**config.mk**
```make
export PLATFORM = sky130hd
export DESIGN_NAME = mul_sequencer
export DESIGN_NICKNAME = d
export VERILOG_FILES = /design/src/rtl/mul_sequencer_pkg.sv /design/src/rtl/mul_shift_add_dp.sv /design/src/rtl/mul_sequencer.sv
export SDC_FILE = /design/constraint.sdc
export NUM_CORES = 1
export LEC_CHECK = 0
export ABC_AREA = 1
export CELL_PAD_IN_SITES_DETAIL_PLACEMENT = 0
export CELL_PAD_IN_SITES_GLOBAL_PLACEMENT = 1
export CORE_ASPECT_RATIO = 0.9
export CORE_MARGIN = 1
export CORE_UTILIZATION = 30
export CTS_CLUSTER_DIAMETER = 60
export DETAILED_ROUTE_END_ITERATION = 10
export PLACE_DENSITY = 0.57
export SLEW_MARGIN = 30
export SYNTH_ARGS = -nofsm -noshare
export SYNTH_HDL_FRONTEND = slang
export SYNTH_SLANG_ARGS = --single-unit
```
**constraint.sdc**
```tcl
create_clock -name clk -period 9.5 [get_ports clk]
set_input_delay 1.425 -clock clk [delete_from_list [all_inputs] [get_ports clk]]
set_output_delay 1.425 -clock clk [all_outputs]
set_load 0.02 [all_outputs]
```
**src/rtl/mul_sequencer_pkg.sv**
```systemverilog
// Shared definitions for the iterative multiply sequencer: FSM state encoding
// and the RV32M multiply funct3 codes.
package mul_sequencer_pkg;

    typedef enum logic [1:0] {
        IDLE = 2'd0,
        RUN  = 2'd1,
        DONE = 2'd2
    } mul_state_e;

    localparam logic [2:0] F3_MUL    = 3'b000;
    localparam logic [2:0] F3_MULH   = 3'b001;
    localparam logic [2:0] F3_MULHSU = 3'b010;
    localparam logic [2:0] F3_MULHU  = 3'b011;

endpackage

```
**src/rtl/mul_shift_add_dp.sv**
```systemverilog
// Radix-2 shift-add datapath: holds the multiplicand, a shifting multiplier and
// the 2*WIDTH accumulator; advanced one bit per step strobe.
module mul_shift_add_dp #(
    parameter int WIDTH = 32
) (
    input  logic               clk,
    input  logic               reset,
    input  logic               i_load,
    input  logic               i_step,
    input  logic [WIDTH-1:0]   i_mcand,
    input  logic [WIDTH-1:0]   i_mplier,
    output logic [2*WIDTH-1:0] o_product_next
);

    logic [WIDTH-1:0]   r_mcand;
    logic [WIDTH-1:0]   r_mplier;
    logic [2*WIDTH-1:0] r_acc;
    logic [WIDTH:0]     w_sum;
    logic [2*WIDTH-1:0] w_acc_next;
    logic               w_unused_lsb;

    // The adder carry becomes the new MSB as the accumulator shifts right.
    always_comb begin
        w_sum      = {1'b0, r_acc[2*WIDTH-1:WIDTH]} + (r_mplier[0] ? {1'b0, r_mcand} : '0);
        w_acc_next = {w_sum, r_acc[WIDTH-1:1]};
    end

    always_ff @(posedge clk or posedge reset) begin
        if (reset) begin
            r_mcand  <= '0;
            r_mplier <= '0;
            r_acc    <= '0;
        end else if (i_load) begin
            r_mcand  <= i_mcand;
            r_mplier <= i_mplier;
            r_acc    <= '0;
        end else if (i_step) begin
            r_mplier <= r_mplier >> 1;
            r_acc    <= w_acc_next;
        end
    end

    assign w_unused_lsb   = r_acc[0];
    assign o_product_next = w_acc_next;

endmodule

```
**src/rtl/mul_sequencer.sv**
```systemverilog
// Iterative WIDTH x WIDTH multiply controller that stalls the core while a
// shift-add runs. Define MUL_HIGH_EN for MULH/MULHSU/MULHU support.
module mul_sequencer
    import mul_sequencer_pkg::*;
#(
    parameter int WIDTH = 32
) (
    input  logic             clk,
    input  logic             reset,
    input  logic             start_i,
    input  logic [2:0]       funct3_i,
    input  logic [WIDTH-1:0] rs1_data_i,
    input  logic [WIDTH-1:0] rs2_data_i,
    output logic             stall_o,
    output logic             done_o,
    output logic [WIDTH-1:0] result_o
);

    localparam int               CNT_W    = $clog2(WIDTH);
    localparam logic [CNT_W-1:0] CNT_LAST = CNT_W'(WIDTH - 1);

    mul_state_e         r_state;
    mul_state_e         w_next_state;
    logic [CNT_W-1:0]   r_count;
    logic               w_load;
    logic               w_step;
    logic               w_finish;
    logic [WIDTH-1:0]   w_mcand;
    logic [WIDTH-1:0]   w_mplier;
    logic [WIDTH-1:0]   w_final;
    logic [WIDTH-1:0]   r_result;
    logic [2*WIDTH-1:0] w_product_next;

    always_ff @(posedge clk or posedge reset) begin
        if (reset) begin
            r_state <= IDLE;
        end else begin
            r_state <= w_next_state;
        end
    end

    always_comb begin
        w_next_state = r_state;
        case (r_state)
            IDLE: if (start_i) w_next_state = RUN;
            RUN: begin
                if (!start_i) begin
                    w_next_state = IDLE;
                end else if (r_count == CNT_LAST) begin
                    w_next_state = DONE;
                end
            end
            DONE:    w_next_state = IDLE;
            default: w_next_state = IDLE;
        endcase
    end

    // Stall is combinational so the PC freezes in the cycle the multiply appears.
    always_comb begin
        w_load   = (r_state == IDLE) && start_i;
        w_step   = (r_state == RUN) && start_i;
        w_finish = w_step && (r_count == CNT_LAST);
        done_o   = (r_state == DONE);
        stall_o  = start_i && (r_state != DONE) && !reset;
    end

    always_ff @(posedge clk or posedge reset) begin
        if (reset) begin
            r_count <= '0;
        end else if (w_load) begin
            r_count <= '0;
        end else if (w_step) begin
            r_count <= r_count + 1'b1;
        end
    end

    mul_shift_add_dp #(
        .WIDTH(WIDTH)
    ) u_dp (
        .clk           (clk),
        .reset         (reset),
        .i_load        (w_load),
        .i_step        (w_step),
        .i_mcand       (w_mcand),
        .i_mplier      (w_mplier),
        .o_product_next(w_product_next)
    );

`ifdef MUL_HIGH_EN
    logic               r_negate;
    logic [2:0]         r_funct3;
    logic               w_rs1_neg;
    logic               w_rs2_neg;
    logic [2*WIDTH-1:0] w_fixed;

    // Signed operands are multiplied as magnitudes; the sign is restored afterwards.
    always_comb begin
        w_rs1_neg = rs1_data_i[WIDTH-1] && ((funct3_i == F3_MULH) || (funct3_i == F3_MULHSU));
        w_rs2_neg = rs2_data_i[WIDTH-1] && (funct3_i == F3_MULH);
        w_mcand   = w_rs1_neg ? -rs1_data_i : rs1_data_i;
        w_mplier  = w_rs2_neg ? -rs2_data_i : rs2_data_i;
    end

    always_ff @(posedge clk or posedge reset) begin
        if (reset) begin
            r_funct3 <= F3_MUL;
            r_negate <= 1'b0;
        end else if (w_load) begin
            r_funct3 <= funct3_i;
            r_negate <= w_rs1_neg ^ w_rs2_neg;
        end
    end

    always_comb begin
        w_fixed = r_negate ? -w_product_next : w_product_next;
        case (r_funct3)
            F3_MUL:                       w_final = w_fixed[WIDTH-1:0];
            F3_MULH, F3_MULHSU, F3_MULHU: w_final = w_fixed[2*WIDTH-1:WIDTH];
            default:                      w_final = '0;
        endcase
    end
`else
    logic w_unused_bits;

    assign w_mcand       = rs1_data_i;
    assign w_mplier      = rs2_data_i;
    assign w_final       = w_product_next[WIDTH-1:0];
    assign w_unused_bits = ^{funct3_i, w_product_next[2*WIDTH-1:WIDTH]};
`endif

    always_ff @(posedge clk or posedge reset) begin
        if (reset) begin
            r_result <= '0;
        end else if (w_finish) begin
            r_result <= w_final;
        end
    end

    assign result_o = r_result;

endmodule

```
* After elaboration in Yosys (flattened, before gate mapping)
Cells that the tools add are included.
** Word-level totals
- Output and inout port bits :: 34
- Bits in latches :: 0
- Register bits after elaboration :: 167
- Logic and storage cells :: 34
- Memories kept :: 0
- Memory bits (read-only) :: 0
- RAM bits :: 0
- Input bits :: 70
** Operators by class
- Add/subtract/negate cells :: 2
- Multipliers :: 0
- Mux-type cells :: 11
- Bitwise gates (word level) :: 0
- Shift operators :: 0
- Divide/modulo/power cells :: 0
- Reduce and logical (&&, ||, !) cells :: 9
- Equality and inequality tests :: 6
- $lt $le $gt $ge :: 0
** Operators with widths (number)
- $mux W64 :: 2
- $mux W32 :: 3
- $add A32 B33 Y33 :: 1
- $mux W5 :: 2
- $mux W2 :: 3
- $add A5 B1 Y5 const B :: 1
- $eq A5 B5 Y1 const B :: 1
- $logic_and A1 B1 Y1 :: 5
- $ne A2 B2 Y1 const B :: 2
- $pmux W2 S2 :: 1
- $ne A3 B2 Y1 const B :: 1
- $eq A2 B1 Y1 const B :: 1
- $eq A2 B2 Y1 const B :: 1
- $logic_not A2 Y1 :: 1
- $reduce_and A2 Y1 :: 1
- $reduce_bool A2 Y1 :: 1
- $logic_not A1 Y1 :: 1

* Depth between registers and ports, before layout
- Depth after elaboration :: 4
- Gate-level depth with buffers :: 17
- Gate-level depth less buffers :: 16

* Cells and area by module
A second synthesis with hierarchy kept.
** Second synthesis, totals
- Cells, all modules :: 1294
- Area, all modules :: 9410.3 sq um
** Modules (own cells, without submodules)
- mul_shift_add_dp :: cells an instance 1120, times used 1, area each 7850.0 sq um, sequential area each 3178.0 sq um
- mul_sequencer :: cells an instance 174, times used 1, area each 1560.2 sq um, sequential area each 975.9 sq um

* Worst setup path after synthesis
No wires, ideal clock.
- Path type :: in2out
- Start :: input port start_i
- End :: output port stall_o
- Setup slack :: 6.113 ns
- Buffers on the path :: 0
- Stages on the path :: 2
- Required time :: 8.075 ns
- Data arrival time :: 1.962 ns
- Path through :: inv_2 -> nor3_1
** Between the ends
- Cells in the longest elaborated chain, start to end :: 2
** Ends and longest elaborated chain
- from (decl) :: line mul_sequencer.sv:10 : input logic start_i,
- $logic_and A1 B1 Y1 (2 in series) :: line mul_sequencer.sv:64 : stall_o = start_i && (r_state != DONE) && !reset;
- to (decl) :: line mul_sequencer.sv:14 : output logic stall_o,
Every way passes these cells.

* Worst setup path after layout
- Start :: input port start_i
- End :: register r_result[22], in the netlist result_o[22]
** Between the ends
- Cells in the longest elaborated chain, start to end :: 2
** Ends and longest elaborated chain
- $logic_and A1 B1 Y1 :: line mul_sequencer.sv:61 : w_step = (r_state == RUN) && start_i;
- $logic_and A1 B1 Y1 :: line mul_sequencer.sv:62 : w_finish = w_step && (r_count == CNT_LAST);
- to (signal assigned) :: line mul_sequencer.sv:135 : r_result <= w_final;
- to (decl) :: line mul_sequencer.sv:31 : logic [WIDTH-1:0] r_result;
Every way passes these cells.
A chain may end at the register's enable or synchronous reset.

==> impl.org <==
** Clock tree
- CTS placed an instance of clkbuf_16 at the clock tree root.
- CTS Hold Buffers Added :: 0
- H-Tree Level Count :: 4
- Counting along the longest clock path gives a buffer depth of 2.
- In this run, CTS created clock tree buffers numbering 17.
- Clock-pin slew was measured on the worst setup and hold paths at 70 ps.
- At the later pin of the worst-skew pair, clock insertion delay measures 440 ps.
- Cts repair resizes :: 0
- TritonCTS built the clock tree.
- Postcts setup bufs :: 0
- Clock Sinks :: 166

** Global routing
- Met3 usage :: 3.72%
- Met1 GRT Util :: 23.8%
- Global-route wire length before repair :: 39,900 µm
- met2 is the most crowded layer.
- In the global route stage, overall resource usage came out at 16.5%.
- Via count of the first global-routing pass :: 7,607
- Entering global routing, the biggest net connects 75 pins.
- For this run, global-route usage on met2 was measured as 25.2%.
- Number of antenna violations at the first check in global routing :: 0
- GRT Residual Overflow :: 0

** Outcome
- The run finished with clean final reports.

** Floorplan
- Number of ports placed on the die boundary :: 104
- Standard cell core area :: 29,200 µm²
- The die covers 30,800 µm².
- The floorplan has 59 rows.
- Die outline height :: 167 µm
- Horizontal extent of the die :: 185 µm
- Effective utilization at floorplan :: 30.9%

** Setup path
- Critical path start-end classification :: in -> reg
- Arr. time, crit path :: 4640 ps
- STA classifies the critical path endpoint as a flip-flop.
- The number of buffers and inverters on the critical path is 3.
- Traced cell by cell, the critical path runs through clkdlybuf4s50_1 -> inv_2 -> nor2_4 -> nand2_2 -> nor2_4 -> buf_16 -> mux2_1.
- Critical-path cell with the highest stage delay :: nand2_2
- Logic depth of the worst setup path including buffers :: 7
- Start point of the critical path :: start_i
- Required time of the critical path :: 9810 ps
- The startpoint identified for the worst register-to-register timing path is r_state[1]$_DFFE_PP0P_.
- Depth of the most critical reg-to-reg path :: 5
- Crit path capture :: result_o[22]$_DFFE_PP0P_
- STA classifies the critical path startpoint as an input port.
- Reg-to-reg setup timing slack :: 6220 ps
- Max FO, Critical Path :: 43
- Most common cell type on the critical path :: nor2_4
- In this design, the stage delay of the slowest critical-path cell is 770 ps.
- Top cell family by delay on the critical path :: simple AND/OR/NAND/NOR gates
- End of the worst register-to-register path :: result_o[22]$_DFFE_PP0P_

** Logic synthesis
- A synthesized cell averages 7.42 µm².
- Synthesis instantiated 35 different standard cells from the library.
- Portion of the post-synthesis area used by sequential elements :: 46.0%
- Post-synth net total :: 1,321
- Synthesis produced a netlist whose cell count is 1,216.
- After synthesis the netlist holds a flip-flop and latch count of 166.
- Number of synthesis warnings :: 0
- Combined area of all synthesized cells :: 9030 µm²

** Place
- Summed over all nets, the half-perimeter wirelength after detailed placement is 17,200 µm.
- At the end of routability-driven placement, the weighted congestion stood at 0.843.
- Number of port buffers :: 100
- Cell count after placement :: 1,682

** Timing
- Max Transition Viols Final :: 0
- Clock skew after layout :: 19.1 ps
- Tcrit/Tclk final :: 45.6%
- Crit path time final :: 4330 ps
- Actual transition at the worst max-transition pin :: 940 ps
- Based on the critical path, the design can be clocked at up to 0.231 GHz.
- Setup violations, final :: 0
- The final number of hold-violating endpoints came to 0.
- Setup total negative slack :: 0 ps
- Setup repair after global routing missed its margin :: false
- Measured against its own limit, the worst slew margin works out to 37.1%.
- Hold is met by 473 ps.

** Flow run
- The tool flagged a number of max-cap violations equal to 0.

** Pwr
- Across the VDD grid, the largest voltage drop is 0.114 mV.
- After layout, the design draws a total of 0.00180 W.
- In this run the static leakage power is 6.05 nW.
- Power per Cell Area :: 163 nW/µm²

** Drt
- Detailed routing inserted a total of 7,462 vias.
- Starting DRC count in detailed routing :: 374
- Vias per cell :: 4.35
- Number of nets with antenna violations after routing :: 0
- WL final :: 24,000 µm
- Wire length per cell after detailed routing :: 14.0 µm
- Post-route DRC :: 0
- Total iterations of the first detailed-routing run :: 5

** Finish
- Leaving out fill and tap cells, the most frequent cells in the layout are nand2_1, inv_1, dfrtp_1.
- Share of final-layout standard cells stronger than drive strength 1 :: 4.10%
- Total area of sequential cells :: 4150 µm²
- Multi-input logic area :: 3980 µm²
- The layout has 3,190 filler cells.
- Area grow syn2layout :: 22.5%
- Util after Layout :: 37.8%
- The finished layout holds 1,715 standard cells, fillers aside.
- Most common cell after layout, fill and taps aside :: nand2_1
- After the last flow step, the layout net total stands at 1,410.

** Worst hold path
- Path type of the worst min-delay path :: reg -> reg
flip-flops by register name, summed over array words and instances (netlist names):
signal	flops
u_dp.r_acc	63
u_dp.r_mplier	32
u_dp.r_mcand	32
r_count	5
r_state	2
result_o	32
metrics by stage:
step	area (µm²)	setup slack, ps
floorplan	9030	3580
global placement	10400	4470
detailed placement	10400	4640
CTS	11100	5100
global route	11100	4910
finish	11100	5170
cell usage after synthesis:
library cell / count / area (µm²)
nand4_1: 2 / 12.5
ha_1: 34 / 425
o21ai_1: 2 / 10.0
inv_2: 4 / 15.0
fa_1: 1 / 20.0
a22o_1: 3 / 26.3
mux2_2: 2 / 22.5
dfrtp_1: 166 / 4150
xor2_1: 1 / 8.76
nand2_2: 1 / 6.26
mux2i_1: 1 / 10.0
or2_2: 2 / 12.5
a21o_1: 1 / 7.51
inv_1: 190 / 713
and2_1: 4 / 25.0
mux2_1: 29 / 327
buf_4: 7 / 52.6
nand3b_1: 3 / 22.5
a21oi_1: 28 / 140
nand3_1: 73 / 365
o22ai_1: 30 / 188
nand2_1: 518 / 1940
nor2_2: 3 / 18.8
nor3_1: 8 / 40.0
or2_1: 1 / 6.26
o21ai_0: 14 / 70.1
o21bai_1: 2 / 15.0
nor2_1: 48 / 180
clkbuf_1: 22 / 82.6
buf_2: 8 / 40.0
a32o_1: 1 / 10.0
o31ai_1: 1 / 7.51
xnor2_1: 1 / 8.76
or2_0: 3 / 18.8
nor2_4: 2 / 22.5
worst min path at each step:
stage / cells after the start / from / end
3_3_place_gp: 2 / u_dp.r_mcand[12]$_DFFE_PP0P_ / u_dp.r_mcand[12]$_DFFE_PP0P_
2_1_floorplan: 2 / u_dp.r_mcand[0]$_DFFE_PP0P_ / u_dp.r_mcand[0]$_DFFE_PP0P_
5_1_grt: 2 / u_dp.r_mcand[29]$_DFFE_PP0P_ / u_dp.r_mcand[29]$_DFFE_PP0P_
4_1_cts: 2 / u_dp.r_mcand[11]$_DFFE_PP0P_ / u_dp.r_mcand[11]$_DFFE_PP0P_
6_report: 2 / u_dp.r_mcand[29]$_DFFE_PP0P_ / u_dp.r_mcand[29]$_DFFE_PP0P_
3_5_place_dp: 2 / u_dp.r_mcand[11]$_DFFE_PP0P_ / u_dp.r_mcand[11]$_DFFE_PP0P_
where the power goes:
group          internal (W)  leakage, nW  total [W]  switching, W
clock              0.000384        0.301   0.000743      0.000359
sequential         0.000762         2.20   0.000793     0.0000310
combinational      0.000102         3.54   0.000264      0.000163
total               0.00125         6.05    0.00180      0.000552
per-layer routing:
| metal | share of wire (%) | wire length [µm] | vias up |
|---|---|---|---|
| met5 | 0 | 0 | - |
| met2 | 44 | 10500 | 75 |
| met3 | 3.5 | 835 | 12 |
| met4 | 0.70 | 167 | 0 |
| li1 | - | - | 3919 |
| met1 | 52 | 12600 | 3456 |
logic make-up (layout without fill, tap and decap cells):
group                    Yosys count  in the layout  share of synthesized area [%]
AND/OR/NAND/NOR                  668            668                           29.6
buffers and inverters            231            333                           10.0
flip-flops                       166            166                           46.0
AO/OA/AOI/OAI                     82             82                           5.25
adder cells (fa/ha/maj)           35             35                           4.93
multiplexers                      32             32                           3.98
XOR/XNOR                           2              2                          0.194
other                              0              1                              0
worst reg2reg max path: cells and delay by family, from the launching register on:
kind,cells,cell delay [ps]
buffers and inverters,1,230
flip-flops,1,410
multiplexers,1,330
AND/OR/NAND/NOR,3,2170
final cells by class:
class,instances,share of cell area [%]
diodes,1,0.0226
clock buffers,17,3.85
clock inverters,15,1.80
inverters,194,6.63
multi-input cells,819,35.9
flip-flops and latches,166,37.5
well taps,396,4.48
repair buffers,107,9.74
No activity file was read; power rests on OpenSTA's default activity.
